**src/rtl/port_tx_serializer_if.sv**
```systemverilog
// Port-write and serial-status bundle for port_tx_serializer.
// The controller side is master, the serializer is slave.
interface port_tx_serializer_if #(
  parameter int DEPTH = 4
);
  localparam int CW = $clog2(DEPTH + 1);

  logic [15:0]   port_data;
  logic          port_we;
  logic          ovf_clr;
  logic          tx;
  logic          busy;
  logic          empty;
  logic          full;
  logic [CW-1:0] count;
  logic          overflow;

  modport master (
    output port_data,
    output port_we,
    output ovf_clr,
    input  tx,
    input  busy,
    input  empty,
    input  full,
    input  count,
    input  overflow
  );

  modport slave (
    input  port_data,
    input  port_we,
    input  ovf_clr,
    output tx,
    output busy,
    output empty,
    output full,
    output count,
    output overflow
  );
endinterface

```
**src/rtl/port_tx_serializer.sv**
```systemverilog
// Port-word FIFO feeding an 8N1 transmitter;
// each 16-bit word goes out as two frames, low byte first.
module port_tx_serializer #(
  parameter int DATA_W       = 16,
  parameter int DEPTH        = 4,
  parameter int CLKS_PER_BIT = 16
) (
  input  logic                 clk,
  input  logic                 rst,
  port_tx_serializer_if.slave  bus
);
  localparam int AW = $clog2(DEPTH);
  localparam int CW = $clog2(DEPTH + 1);
  localparam int BW = $clog2(CLKS_PER_BIT);
  localparam logic [CW-1:0] FULL_N = CW'(DEPTH);
  localparam logic [BW-1:0] BAUD_END = BW'(CLKS_PER_BIT - 1);

  typedef enum logic [1:0] {
    IDLE,
    START,
    DATA,
    STOP
  } state_t;

  state_t            state;
  logic [DATA_W-1:0] mem [DEPTH];
  logic [AW-1:0]     wr_ptr;
  logic [AW-1:0]     rd_ptr;
  logic [CW-1:0]     count;
  logic [DATA_W-1:0] shreg;
  logic [2:0]        bit_idx;
  logic              byte_sel;
  logic [BW-1:0]     baud;
  logic              tx_q;
  logic              ovf_q;
  logic              empty;
  logic              full;
  logic              pop;
  logic              push;
  logic              drop;
  logic              baud_end;
  logic [7:0]        cur_byte;

  assign empty    = (count == '0);
  assign full     = (count == FULL_N);
  assign pop      = (state == IDLE) && !empty;
  assign push     = bus.port_we && (!full || pop);
  assign drop     = bus.port_we && !push;
  assign baud_end = (baud == BAUD_END);
  assign cur_byte = byte_sel ? shreg[15:8]
                             : shreg[7:0];

  always_ff @(posedge clk or negedge rst) begin
    if (!rst) begin
      wr_ptr <= '0;
      rd_ptr <= '0;
      count  <= '0;
      ovf_q  <= 1'b0;
    end else begin
      if (push) wr_ptr <= wr_ptr + 1'b1;
      if (pop)  rd_ptr <= rd_ptr + 1'b1;
      if (push && !pop)
        count <= count + 1'b1;
      else if (pop && !push)
        count <= count - 1'b1;
      // a dropped write beats a simultaneous clear
      if (drop)
        ovf_q <= 1'b1;
      else if (bus.ovf_clr)
        ovf_q <= 1'b0;
    end
  end

  // Storage needs no reset; a slot written while full+pop
  // is the one being read, and the read sees the old word.
  always_ff @(posedge clk) begin
    if (push) mem[wr_ptr] <= bus.port_data;
  end

  always_ff @(posedge clk or negedge rst) begin
    if (!rst) begin
      state    <= IDLE;
      tx_q     <= 1'b1;
      shreg    <= '0;
      bit_idx  <= '0;
      byte_sel <= 1'b0;
      baud     <= '0;
    end else begin
      if (state != IDLE)
        baud <= baud_end ? '0 : baud + 1'b1;
      unique case (state)
        IDLE: begin
          tx_q <= 1'b1;
          baud <= '0;
          if (pop) begin
            shreg    <= mem[rd_ptr];
            byte_sel <= 1'b0;
            tx_q     <= 1'b0;
            state    <= START;
          end
        end
        START: begin
          if (baud_end) begin
            bit_idx <= '0;
            tx_q    <= cur_byte[0];
            state   <= DATA;
          end
        end
        DATA: begin
          if (baud_end) begin
            if (bit_idx == 3'd7) begin
              tx_q  <= 1'b1;
              state <= STOP;
            end else begin
              bit_idx <= bit_idx + 3'd1;
              tx_q    <= cur_byte[bit_idx + 3'd1];
            end
          end
        end
        STOP: begin
          if (baud_end) begin
            if (!byte_sel) begin
              byte_sel <= 1'b1;
              tx_q     <= 1'b0;
              state    <= START;
            end else begin
              state <= IDLE;
            end
          end
        end
        default: state <= IDLE;
      endcase
    end
  end

  assign bus.tx       = tx_q;
  assign bus.busy     = (state != IDLE);
  assign bus.empty    = empty;
  assign bus.full     = full;
  assign bus.count    = count;
  assign bus.overflow = ovf_q;
endmodule

```
**src/flat_wrapper.sv**
```systemverilog
// flat-port wrapper written by rule: the top's interface ports become plain ports
module port_tx_serializer_flat 
#(
  parameter int DATA_W       = 16,
  parameter int DEPTH        = 4,
  parameter int CLKS_PER_BIT = 16
)
  (clk, rst, bus_port_data, bus_port_we, bus_ovf_clr, bus_tx, bus_busy, bus_empty, bus_full, bus_count, bus_overflow);
  port_tx_serializer_if #(.DEPTH(DEPTH)) bus_i ();
  input  logic clk;
  input  logic rst;
  input wire logic [$bits(bus_i.port_data)-1:0] bus_port_data;
  input wire logic [$bits(bus_i.port_we)-1:0] bus_port_we;
  input wire logic [$bits(bus_i.ovf_clr)-1:0] bus_ovf_clr;
  output wire logic [$bits(bus_i.tx)-1:0] bus_tx;
  output wire logic [$bits(bus_i.busy)-1:0] bus_busy;
  output wire logic [$bits(bus_i.empty)-1:0] bus_empty;
  output wire logic [$bits(bus_i.full)-1:0] bus_full;
  output wire logic [$bits(bus_i.count)-1:0] bus_count;
  output wire logic [$bits(bus_i.overflow)-1:0] bus_overflow;
  assign bus_i.port_data = bus_port_data;
  assign bus_i.port_we = bus_port_we;
  assign bus_i.ovf_clr = bus_ovf_clr;
  assign bus_tx = bus_i.tx;
  assign bus_busy = bus_i.busy;
  assign bus_empty = bus_i.empty;
  assign bus_full = bus_i.full;
  assign bus_count = bus_i.count;
  assign bus_overflow = bus_i.overflow;
  port_tx_serializer #(.DATA_W(DATA_W), .DEPTH(DEPTH), .CLKS_PER_BIT(CLKS_PER_BIT)) u_core (.clk(clk), .rst(rst), .bus(bus_i));
endmodule
```
**config.mk**
```make
export PLATFORM = sky130hd
export DESIGN_NAME = port_tx_serializer_flat
export DESIGN_NICKNAME = d
export VERILOG_FILES = /design/src/rtl/port_tx_serializer_if.sv /design/src/rtl/port_tx_serializer.sv /design/src/flat_wrapper.sv
export SDC_FILE = /design/constraint.sdc
export NUM_CORES = 1
export LEC_CHECK = 0
export CAP_MARGIN = 15
export CORE_MARGIN = 1.5
export CORE_UTILIZATION = 30
export CTS_CLUSTER_SIZE = 24
export DETAILED_ROUTE_END_ITERATION = 8
export SLEW_MARGIN = 20
export SYNTH_ARGS = -nofsm -noshare
export SYNTH_HDL_FRONTEND = slang
export SYNTH_SLANG_ARGS = --single-unit
```
**constraint.sdc**
```tcl
create_clock -name clk -period 3.07 [get_ports clk]
set_input_delay 0.307 -clock clk [delete_from_list [all_inputs] [get_ports clk]]
set_output_delay 0.307 -clock clk [all_outputs]
set_load 0.01 [all_outputs]
```
; ---- Word-level counts from Yosys, hierarchy flattened
; Memories as Yosys holds them, arrays and structs flattened. A register that Yosys moved wholly into a read port is not among the register bits.
; Index checks and enable logic that the tools add are counted.
[totals]
regBits = 19
ram_bits = 64
memories = 1
out_inout_bits = 8
in_bits = 20
[classes]
magnitude_cmp = 1
n_mux = 33
add_sub_neg = 6
reduce_logical = 24
n_eq_ne = 13
[mem_list]
columns = name, words, word_bits, rd, rd_clocked_by_memory_dff, wr, line
row1 = u_core.mem, 4, 16, 1, 1, 1, port_tx_serializer.sv:26  ; logic [DATA_W-1:0] mem [DEPTH];
[ops]
columns = operator, n
row1 = 3-bit 2-to-1 mux, 5
row2 = 1-bit 2-to-1 mux, 14
row3 = 4-bit 2-to-1 mux, 3
row4 = 2-bit nonzero test, 6
row5 = 2-bit 2-to-1 mux, 5
row6 = "2-bit by 1-bit inequality test with 1-bit output, second input constant", 5
row7 = 8-bit 2-to-1 mux, 1
row8 = 2-bit one-hot mux with 4 select lines, 1
row9 = 4-bit AND reduction, 2
row10 = "3-bit by 1-bit adder with 3-bit output, second input constant", 2
row11 = "3-bit equality test, second input constant", 2
row12 = 3-bit one-hot mux with 2 select lines, 1
row13 = 1-bit logical AND, 5
row14 = 1-bit zero test, 5
row15 = 5-bit AND reduction, 1
row16 = "2-bit by 1-bit adder with 2-bit output, second input constant", 2
row17 = "4-bit by 1-bit adder with 4-bit output, second input constant", 1
row18 = "2-bit equality test, second input constant", 2
row19 = "4-bit equality test, second input constant", 1
row20 = "3-bit by 4-bit < comparator with 1-bit output, second input constant", 1
row21 = "2-bit inequality test, second input constant", 2
row22 = 1-bit one-hot mux with 4 select lines, 1
row23 = 1-bit binary-select mux with 3-bit select, 1
row24 = 3-bit zero test, 1
row25 = 7 further kinds, 7

; ---- Longest topological paths before layout
; Gate-level depths: netlist (run 1).
[logic_depth]
ltp_word = 9
depth_mapped = 12
mapped_depth_nobuf = 11

; ---- Least setup slack after synthesis (run 1)
; Ideal clock, no wire load.
[synth_timing]
kind = register -> register
from = register u_core.state[0]
to = register u_core.count[2], in the netlist u_core.bus.count[2]
arrival_ns = 2.314
n_path_buf = 1
setup_time_ns = 0.079
stages_incl_launch_ff = 13
synth_period_minus_slack_ns = 2.394
slack_ns = 0.676
cell_sequence = dfrtp_1 inv_1 ha_1 inv_1 and2_1 nor2b_1 clkbuf_1 ha_1 inv_1 fa_1 xor2_1 nor2_1 xor2_1
[synth_between]
elab_chain_len = 7
elab_cells_between_ends = 10
cone_classes = 1 x mux / 9 x reduce/logical
[synth_rtl]
columns = element, line
row1 = from (decl), port_tx_serializer.sv:25  ; state_t state;
row2 = from (signal assigned), port_tx_serializer.sv:82  ; state <= IDLE;
row3 = from (signal assigned), port_tx_serializer.sv:99  ; state <= START;
row4 = from (signal assigned), port_tx_serializer.sv:106  ; state <= DATA;
row5 = 2-bit zero test *, port_tx_serializer.sv:46  ; assign pop = (state == IDLE) && !empty;
row6 = 1-bit logical AND *, port_tx_serializer.sv:46
row7 = 1-bit logical OR *, port_tx_serializer.sv:47  ; assign push = bus.port_we && (!full || pop);
row8 = 1-bit logical AND *, port_tx_serializer.sv:47
row9 = named net u_core.push, port_tx_serializer.sv:39  ; logic push;
row10 = 1-bit zero test, port_tx_serializer.sv:64  ; else if (pop && !push)
row11 = 1-bit logical AND, port_tx_serializer.sv:64
row12 = 2-bit nonzero test (no line), --
row13 = to (signal assigned), port_tx_serializer.sv:63  ; count <= count + 1'b1;
row14 = to (signal assigned), port_tx_serializer.sv:65  ; count <= count - 1'b1;
row15 = to (decl), port_tx_serializer.sv:29  ; logic [CW-1:0] count;
; Mark *: on every way through the listed nets, which the timed path passes. The rest lies on a longest branch.
; A chain may end at the register's enable or synchronous reset.

; ---- Final worst setup path (run 1)
[layout_timing]
from = register u_core.state[0]
to = register u_core.count[2], in the netlist u_core.bus.count[2]
[layout_between]
elab_chain_len = 7
elab_cells_between_ends = 10
cone_classes = 1 x mux / 9 x reduce/logical
[layout_rtl]
columns = element, line
row1 = 2-bit zero test *, port_tx_serializer.sv:46
row2 = 1-bit logical AND *, port_tx_serializer.sv:46
row3 = 1-bit logical OR, port_tx_serializer.sv:47
row4 = 1-bit logical AND, port_tx_serializer.sv:47
row5 = 1-bit zero test, port_tx_serializer.sv:64
row6 = 1-bit logical AND, port_tx_serializer.sv:64
row7 = 2-bit nonzero test (no line), --
; Mark *: on every way between the ends. The rest lies on a longest branch, timed or not.

==> results of run 1 <==
[synthesized netlist by cell type (all sizes together)]
cell type / n
edfxtp: 64
dfrtp: 34
mux2: 20
mux4: 20
ha: 13
inv: 12
o21ai: 8
buf: 7
nand2: 6
a21oi: 5
and2: 5
nor2: 5
a22oi: 4
nor2b: 4
xnor2: 4
clkbuf: 3
mux2i: 3
nor3: 3
xor2: 3
a221o: 1
and3: 1
dfstp: 1
fa: 1
nand3: 1
nand4b: 1
nor3b: 1
o2111a: 1
o221ai: 1
o22ai: 1
o31ai: 1
or4b: 1
[critical path, cell delays in order, from the launching register on]
cell and delay, ns:
dfrtp_1 0.42, inv_1 0.13, ha_1 0.34, inv_1 0.09, and2_1 0.16, nor2b_1 0.11, buf_4 0.15, ha_1 0.18
inv_1 0.06, fa_1 0.37, xor2_1 0.15, nor2_1 0.11, xor2_1 0.14
[layer usage]
layer | up-vias | share of wire, % | track usage (%)
li1 | 967 | - | -
met1 | 1089 | 45 | 14.1
met2 | 47 | 50 | 17.7
met3 | 10 | 3.3 | 3.07
met4 | 0 | 1.6 | 4.19
met5 | - | 0 | 0
[cell type report]
type | count | share of cell area [%]
clock buffer | 13 | 5.45
clock inverter | 3 | 1.33
inverter | 12 | 0.905
multi-input combinational | 114 | 25.3
sequential | 99 | 56.2
tap | 176 | 4.42
timing repair buffer | 34 | 6.38
[report_power, final]
| group | internal [W] | switching (W) | total (W) |
|---|---|---|---|
| sequential | 0.00184 | 0.000283 | 0.00212 |
| combinational | 0.000833 | 0.000662 | 0.00150 |
| clock | 0.000787 | 0.000455 | 0.00124 |
[state kept, by name, indices dropped and copies added, names as in the netlist]
signal and count:
u_core.mem 64, u_core.bus.count 3, u_core.wr_ptr 2, u_core.bus.overflow 1, u_core.baud 4, u_core.bus.tx 1
u_core.bit_idx 3, u_core.rd_ptr 2, u_core.state 2, u_core.shreg 16, u_core.byte_sel 1
[cells by family after synthesis]
logic type	Yosys count	share of synthesized area, %
xor gates and xnor gates	7	1.48
DFF	99	67.5
adders and majority gates	14	4.41
AOI/OAI and AO/OA	22	3.35
buffers and inverters	22	2.41
and+or+nand+nor	28	3.62
muxes	43	17.2
[stage by stage]
step	setup WS (ns)	cells
floorplan	0.676	235
global placement	0.623	435
detailed placement	0.586	435
CTS	0.560	451
global route	0.380	451
finish	0.575	451
[how the worst min path moves through the flow]
stage,from,end,cells after the start
2_1_floorplan,rst,u_core.baud[0],0
3_3_place_gp,rst,u_core.baud[2],1
3_5_place_dp,rst,u_core.bus.count[2],1
4_1_cts,rst,u_core.bit_idx[0],1
5_1_grt,rst,u_core.bit_idx[0],1
6_report,rst,u_core.bit_idx[0],1
==> flow_metrics.env, run 1 <==
export IMPL_power_density_nw_per_um2=976
export IMPL_stdcell_area_sq_um=4980
export IMPL_hold_buffers=0
export IMPL_dpl_cell_area_sq_um=4640
export IMPL_yosysTopAreaCellShare_pct=46.4
export IMPL_fp_dieArea_sq_um=14500
export IMPL_criticalPathCategory="flop to flop"
export IMPL_tightest_slew_ns=0.874
export IMPL_drtIter0Drc=65
export IMPL_cts_tree="done"
export IMPL_regArea_sq_um=2800
export IMPL_hold_class="input port to asynchronous set/reset pin"
export IMPL_finalWeightedCongestion=0.694
export IMPL_fin_skew_ns=0.00660
export IMPL_crit_path_end_kind="flop"
export IMPL_multi_input_comb_area_sq_um=1260
export IMPL_fp_row_count=42
export IMPL_dieHeight_microns=121
export IMPL_synth_avg_cell_area_sq_um=17.6
export IMPL_hold_viol_final=0
export IMPL_fin_crit_sh_pct=81.3
export IMPL_final_common_cell="edfxtp_1"
export IMPL_max_cap_viol_count=0
export IMPL_antenna_left=0
export IMPL_finalWirelength_microns=7200
export IMPL_power_leakage_nw=1.80
export IMPL_fin_util_pct=37.3
export IMPL_synth_cell_types=34
export IMPL_yosys_warnings=0
export IMPL_rr_endpoint="u_core.bus.count[2]"
export IMPL_rsz0062_at_grt="false"
export IMPL_via_per_inst=4.69
export IMPL_r2r_start="u_core.state[0]"
export IMPL_clockBufferDepth=2
export IMPL_track_usage_pct=11.0
export IMPL_fin_tns_setup_ns=0
export IMPL_final_cell_mix="edfxtp_1 (64), dfrtp_1 (34), clkdlybuf4s50_1 (26)"
export IMPL_port_buffers=27
export IMPL_grt_start_max_net_pins=36
export IMPL_yosysTopAreaCell="edfxtp_1"
export IMPL_dp_hpwl_microns=4560
export IMPL_grt_pass1_wl_microns=11900
export IMPL_start_util_pct=31.1
export IMPL_slew_headroom_pct=41.7
export IMPL_endpoint="u_core.bus.count[2]"
export IMPL_avgRoutedWirePerCell_microns=16.0
export IMPL_cts_resized=0
export IMPL_cts_root_buf="clkbuf_16"
export IMPL_clock_sinks=99
export IMPL_layout_drive_gt1_share_pct=22.9
export IMPL_path_clk_slew_ns=0.07
export IMPL_r2r_slack_ns=0.58
export IMPL_synthTopCellsByArea="edfxtp_1 (46%), dfrtp_1 (21%), mux4_2 (9.8%), mux2_2 (5.4%), ha_1 (3.9%)"
export IMPL_synth_seq_cells=99
export IMPL_grt_pass1_vias=2235
export IMPL_crit_required_ns=3.33
export IMPL_crit_start="u_core.state[0]"
export IMPL_syn2layout_area_growth_pct=20.1
export IMPL_min_period_ns=2.49
export IMPL_route_detailed_drc=0
export IMPL_vias=2113
export IMPL_status="finished, final reports clean"
export IMPL_final_nets=304
export IMPL_htreeDepth=3
export IMPL_overflow=0
export IMPL_p_total_w=0.00486
export IMPL_syn_inst=235
export IMPL_critPathArrivalTime_ns=2.76
export IMPL_fillers=1269
export IMPL_antenna_cells=0
export IMPL_antenna_found_initial=0
export IMPL_cp_start_kind="flop"
export IMPL_first_pass_iters=4
export IMPL_cts_buffers_inserted=9
export IMPL_ir_worst_vdd_uv=339
export IMPL_ys_seq_area_share_pct=67.5
export IMPL_synth_nets=269
export IMPL_setup_viol=0
export IMPL_die_x_microns=121
export IMPL_rr_worst_depth=12
export IMPL_io_pins=28
export IMPL_netlist_area_sq_um=4150
export IMPL_post_cts_setup_buffers=0
export IMPL_core_area_sq_um=13300
export IMPL_whs_ns=0.0526
export IMPL_crit_fanout=7
export IMPL_slew_viol_final=0
export IMPL_fmax_mhz=401
export IMPL_clk_latency_ns=0.34
(Power assumes the default switching activity.)
==> inputs of run 2 (changes only) <==
Clock period 3.07 ns to 2.05 ns, I/O delays scaled along.
==> flow_metrics.env, run 2 (synthesized netlist as in run 1, its figures left out) <==
export IMPL_finalWeightedCongestion=0.733
export IMPL_endpoint="u_core.state[1]"
export IMPL_largest_register="u_core.mem"
export IMPL_hold_class="input port to flop"
export IMPL_first_pass_iters=4
export IMPL_multi_input_comb_area_sq_um=1310
export IMPL_cts_root_buf="clkbuf_16"
export IMPL_crit_required_ns=2.27
export IMPL_rr_endpoint="u_core.state[1]"
export IMPL_io_pins=28
export IMPL_port_buffers=27
export IMPL_crit_chain="buf_4 > or4b_2 > o221ai_1 > mux2_2"
export IMPL_final_common_cell="edfxtp_1"
export IMPL_clk_latency_ns=0.34
export IMPL_clock_sinks=99
export IMPL_fin_skew_ns=0.00533
export IMPL_cp_start_kind="flop"
export IMPL_syn2layout_area_growth_pct=23.4
export IMPL_path_clk_slew_ns=0.06
export IMPL_criticalPathCategory="flop to flop"
export IMPL_fin_util_pct=38.3
export IMPL_fmax_mhz=514
export IMPL_crit_start="u_core.bus.count[2]"
export IMPL_place_inst=443
export IMPL_via_per_inst=4.58
export IMPL_crit_path_end_kind="flop"
export IMPL_dp_hpwl_microns=4580
export IMPL_rsz0062_at_grt="false"
export IMPL_vias=2115
export IMPL_crit_fanout=5
export IMPL_layout_drive_gt1_share_pct=29.7
export IMPL_grt_pass1_vias=2272
export IMPL_antenna_cells=0
export IMPL_finalNonFillerCells=462
export IMPL_start_util_pct=31.1
export IMPL_r2r_start="u_core.bus.count[2]"
export IMPL_status="finished, final reports clean"
export IMPL_setup_viol=0
export IMPL_final_nets=315
export IMPL_r2r_slack_ns=0.10
export IMPL_reg_top3="u_core.mem (64), u_core.shreg (16), u_core.baud (4)"
export IMPL_rr_worst_depth=4
export IMPL_hold_viol_final=0
export IMPL_max_cap_viol_count=0
export IMPL_min_period_ns=1.95
export IMPL_hp_start="bus_ovf_clr"
export IMPL_ir_worst_vdd_uv=499
export IMPL_power_density_nw_per_um2=1420
export IMPL_fin_crit_sh_pct=95.0
export IMPL_clockBufferDepth=2
export IMPL_power_leakage_nw=1.84
export IMPL_fp_dieArea_sq_um=14500
export IMPL_fillers=1260
export IMPL_cts_buffers_inserted=9
export IMPL_finalWirelength_microns=7090
export IMPL_fp_row_count=42
export IMPL_core_area_sq_um=13300
export IMPL_regArea_sq_um=2800
export IMPL_tightest_slew_ns=0.804
export IMPL_dieHeight_microns=121
export IMPL_avgRoutedWirePerCell_microns=15.3
export IMPL_slew_viol_final=0
export IMPL_pre_cts_slack_ns=-0.0489
export IMPL_htreeDepth=3
export IMPL_antenna_found_initial=0
export IMPL_slew_headroom_pct=46.4
export IMPL_final_cell_mix="edfxtp_1 (64), dfrtp_1 (32), clkdlybuf4s50_1 (26)"
export IMPL_track_usage_pct=10.9
export IMPL_antenna_left=0
export IMPL_fin_tns_setup_ns=0
export IMPL_max_stage_delay_ns=0.72
export IMPL_worst_slack_ns=0.103
export IMPL_die_x_microns=121
export IMPL_cts_tree="done"
export IMPL_route_detailed_drc=0
export IMPL_largest_reg_flops=64
export IMPL_critPathArrivalTime_ns=2.17
export IMPL_overflow=0
export IMPL_whs_ns=0.430
export IMPL_grt_pass1_wl_microns=11700
export IMPL_drtIter0Drc=74
export IMPL_worst_path_max_delay_cell="or4b_2"
export IMPL_grt_start_max_net_pins=36
==> run 2: layout make-up <==
| type | instances | area share, % |
|---|---|---|
| Multi-Input combinational cell | 114 | 25.6 |
| Clock inverter | 6 | 0.807 |
| Timing Repair Buffer | 45 | 9.10 |
| Sequential cell | 99 | 54.8 |
| Inverter | 12 | 0.930 |
| Tap cell | 176 | 4.31 |
| Clock buffer | 10 | 4.48 |
==> run 2: timing repair <==
| item | in CTS | in global routing |
|---|---|---|
| buffers inserted | 0 | 2 |
| hold buffers | 1 | 0 |
| pin swaps | 0 | 1 |
| gates resized for setup | 1 | 1 |
| endpoints found under the hold margin | 34 | 0 |
| setup endpoints to repair | 2 | 1 |
==> run 2: worst min-delay path by stage <==
stage	end	slack, ns	cells past startpoint
final	u_core.bus.overflow	0.43	2
after global routing	u_core.bus.overflow	0.45	2
after CTS	u_core.bus.overflow	0.42	2
after detailed placement	u_core.bus.overflow	0.34	1
after global placement	u_core.bus.overflow	0.34	1
after floorplan	u_core.baud[0]	-0.09	0
==> run 2: where the power goes <==
part | switching (W) | leakage [nW] | internal, W | total [W]
clock network | 0.000704 | 0.128 | 0.000824 | 0.00153
logic | 0.00121 | 0.705 | 0.00149 | 0.00270
registers | 0.000285 | 1.01 | 0.00276 | 0.00305
==> run 2: metal layers <==
metal  part of all wire [%]  wire length (microns)  global-route usage [%]
met5                      0                      0                       0
met4                    1.5                    103                    4.19
met3                    2.8                    196                    3.21
met2                     49                   3480                    17.9
met1                     47                   3300                    13.6
==> run 2: worst max-delay path: cells and delay by family, from the launching register on <==
| family | cells | cell delay [ns] |
|---|---|---|
| muxes | 1 | 0.38 |
| AOI/OAI and AO/OA | 1 | 0.18 |
| buffers and inverters | 1 | 0.16 |
| DFF | 1 | 0.39 |
| and+or+nand+nor | 1 | 0.72 |
==> run 2: stage by stage <==
step | cell area [sq um] | power, W
after floorplan | 4200 | 0.00486
after global placement | 4810 | 0.00574
after detailed placement | 4810 | 0.00582
after CTS | 5090 | 0.00737
after global routing | 5110 | 0.00775
final | 5110 | 0.00727
==> inputs of run 3 (changes only) <==
--- a/config.mk
+++ b/config.mk
@@ -8,2 +8,3 @@
 export CAP_MARGIN = 15
+export CORE_ASPECT_RATIO = 1.1
 export CORE_MARGIN = 1.5
--- a/constraint.sdc
+++ b/constraint.sdc
@@ -3,2 +3,2 @@
 set_output_delay 0.205 -clock clk [all_outputs]
-set_load 0.01 [all_outputs]
+set_load 0.05 [all_outputs]
==> flow_metrics.env, run 3 (synthesized netlist as in run 1, its figures left out) <==
export IMPL_drtIter0Drc=112
export IMPL_clk_latency_ns=0.34
export IMPL_hold_class="input port to asynchronous set/reset pin"
export IMPL_clockBufferDepth=2
export IMPL_antenna_cells=0
export IMPL_io_pins=28
export IMPL_crit_chain="inv_2 > ha_4 > buf_4 > or4b_2 > o221ai_2 > mux2_2"
export IMPL_crit_cells=6
export IMPL_min_period_ns=1.98
export IMPL_rr_worst_depth=6
export IMPL_ir_worst_vdd_uv=556
export IMPL_fmax_mhz=505
export IMPL_met2_length_microns=3700
export IMPL_rsz0062_at_grt="true"
export IMPL_hold_viol_final=0
export IMPL_finalWirelength_microns=7190
export IMPL_crit_fanout=6
export IMPL_clock_sinks=99
export IMPL_syn2layout_area_growth_pct=24.5
export IMPL_via_per_inst=4.48
export IMPL_finalNonFillerCells=477
export IMPL_finalWeightedCongestion=0.762
export IMPL_fillers=1275
export IMPL_max_cap_viol_count=0
export IMPL_antenna_found_initial=0
export IMPL_first_pass_iters=4
export IMPL_setup_viol=0
export IMPL_route_detailed_drc=0
export IMPL_start_util_pct=31.1
export IMPL_grt_start_max_net_pins=22
export IMPL_fin_tns_setup_ns=0
export IMPL_tightest_slew_ns=0.499
export IMPL_status="finished, final reports clean"
export IMPL_layout_drive_gt1_share_pct=34.5
export IMPL_cts_buffers_inserted=9
export IMPL_grt_pass1_vias=2236
export IMPL_fp_row_count=44
export IMPL_largest_reg_flops=64
export IMPL_path_clk_slew_ns=0.07
export IMPL_die_x_microns=115
export IMPL_crit_path_end_kind="flop"
export IMPL_final_cell_mix="edfxtp_1 (64), dfrtp_1 (31), clkdlybuf4s50_1 (23), buf_4 (23), mux2_2 (20)"
export IMPL_fp_dieArea_sq_um=14500
export IMPL_met1_length_microns=3180
export IMPL_whs_ns=0.375
export IMPL_fin_crit_sh_pct=96.6
export IMPL_vias=2137
export IMPL_final_nets=322
export IMPL_slew_viol_final=0
export IMPL_fin_skew_ns=0.00517
export IMPL_fin_util_pct=38.7
export IMPL_dp_hpwl_microns=4780
export IMPL_path_buf_inv=2
export IMPL_largest_register="u_core.mem"
export IMPL_top_layer_used="met4"
export IMPL_grt_pass1_wl_microns=11800
export IMPL_cp_start_kind="flop"
export IMPL_place_inst=457
export IMPL_path_delay_family="simple AND/OR/NAND/NOR gates"
export IMPL_port_buffers=27
export IMPL_avgRoutedWirePerCell_microns=15.1
export IMPL_reg_top3="u_core.mem (64), u_core.shreg (16), u_core.baud (4)"
export IMPL_track_usage_pct=10.8
export IMPL_power_density_nw_per_um2=1450
export IMPL_core_area_sq_um=13300
export IMPL_dieHeight_microns=126
export IMPL_final_common_cell="edfxtp_1"
export IMPL_slew_headroom_pct=66.7
export IMPL_overflow=0
export IMPL_antenna_left=0
export IMPL_cts_root_buf="clkbuf_16"
export IMPL_worst_path_max_delay_cell="or4b_2"
export IMPL_power_leakage_nw=1.87
export IMPL_cts_tree="done"
export IMPL_htreeDepth=3
export IMPL_max_stage_delay_ns=0.64
export IMPL_route_met3_wl_microns=164
export IMPL_crit_required_ns=2.27
export IMPL_criticalPathCategory="flop to flop"
export IMPL_critPathArrivalTime_ns=2.20
## run 3: cell count changes in the layout (fill, tap and decap cells not counted), moves of 2 or more
cell and delta:
buf_4 +11, and2_2 +4, clkinvlp_4 +2, clkinv_2 +2, and2_1 -4, clkdlybuf4s50_1 -3
## run 3: layer usage
| layer | vias to the layer above | GRT usage (%) |
|---|---|---|
| li1 | 1012 | - |
| met1 | 1091 | 13.8 |
| met2 | 23 | 17.7 |
| met3 | 11 | 1.78 |
| met4 | 0 | 5.45 |
| met5 | - | 0 |
## run 3: area by class of cell
cell class | instances | area [sq um] | area share (%)
clock inverter | 5 | 30.0 | 0.582
clock buffer | 11 | 233 | 4.51
multi-input combinational | 114 | 1320 | 25.6
tap | 184 | 230 | 4.46
inverter | 12 | 48.8 | 0.945
timing repair buffer | 52 | 498 | 9.65
sequential | 99 | 2800 | 54.3
## run 3: what timing repair did
| item | in CTS | in global routing |
|---|---|---|
| hold endpoints to repair | 19 | 0 |
| hold buffers | 1 | 0 |
| resized for setup | 2 | 2 |
| endpoints found under the setup margin | 2 | 2 |
| pin swaps | 0 | 3 |
| setup buffers | 0 | 3 |
## run 3: per-stage QoR
step | setup slack [ns] | total power (W) | instance area, sq um
after floorplan | -0.478 | 0.00507 | 4200
after global placement | -0.0164 | 0.00598 | 4850
after detailed placement | -0.0836 | 0.00604 | 4850
after CTS | 0.0162 | 0.00757 | 5130
after global routing | -0.0271 | 0.00797 | 5160
final | 0.0699 | 0.00750 | 5160
## run 3: report_power, final
group,internal (W),switching [W]
Combinational,0.00152,0.00142
Sequential,0.00276,0.000289
Clock,0.000817,0.000692
## run 3: final timing paths
kind | startpoint | end | slack, ns
max in group asynchronous | rst | u_core.bus.tx | 1.10
hold reg to reg | u_core.shreg[9] | u_core.shreg[9] | 0.50
min in group clk | bus_ovf_clr | u_core.bus.overflow | 0.43
setup / recovery | u_core.state[0] | u_core.state[1] | 0.07
hold / removal | rst | u_core.shreg[5] | 0.38
setup reg to reg | u_core.state[0] | u_core.state[1] | 0.07
## run 3: worst reg2reg max path, delay by kind of cell, from the launching register on
kind | cells | cell delay [ns]
compound gates | 1 | 0.12
fa+ha+maj | 1 | 0.14
buf+inv | 2 | 0.22
flops | 1 | 0.39
mux | 1 | 0.36
simple gates | 1 | 0.64
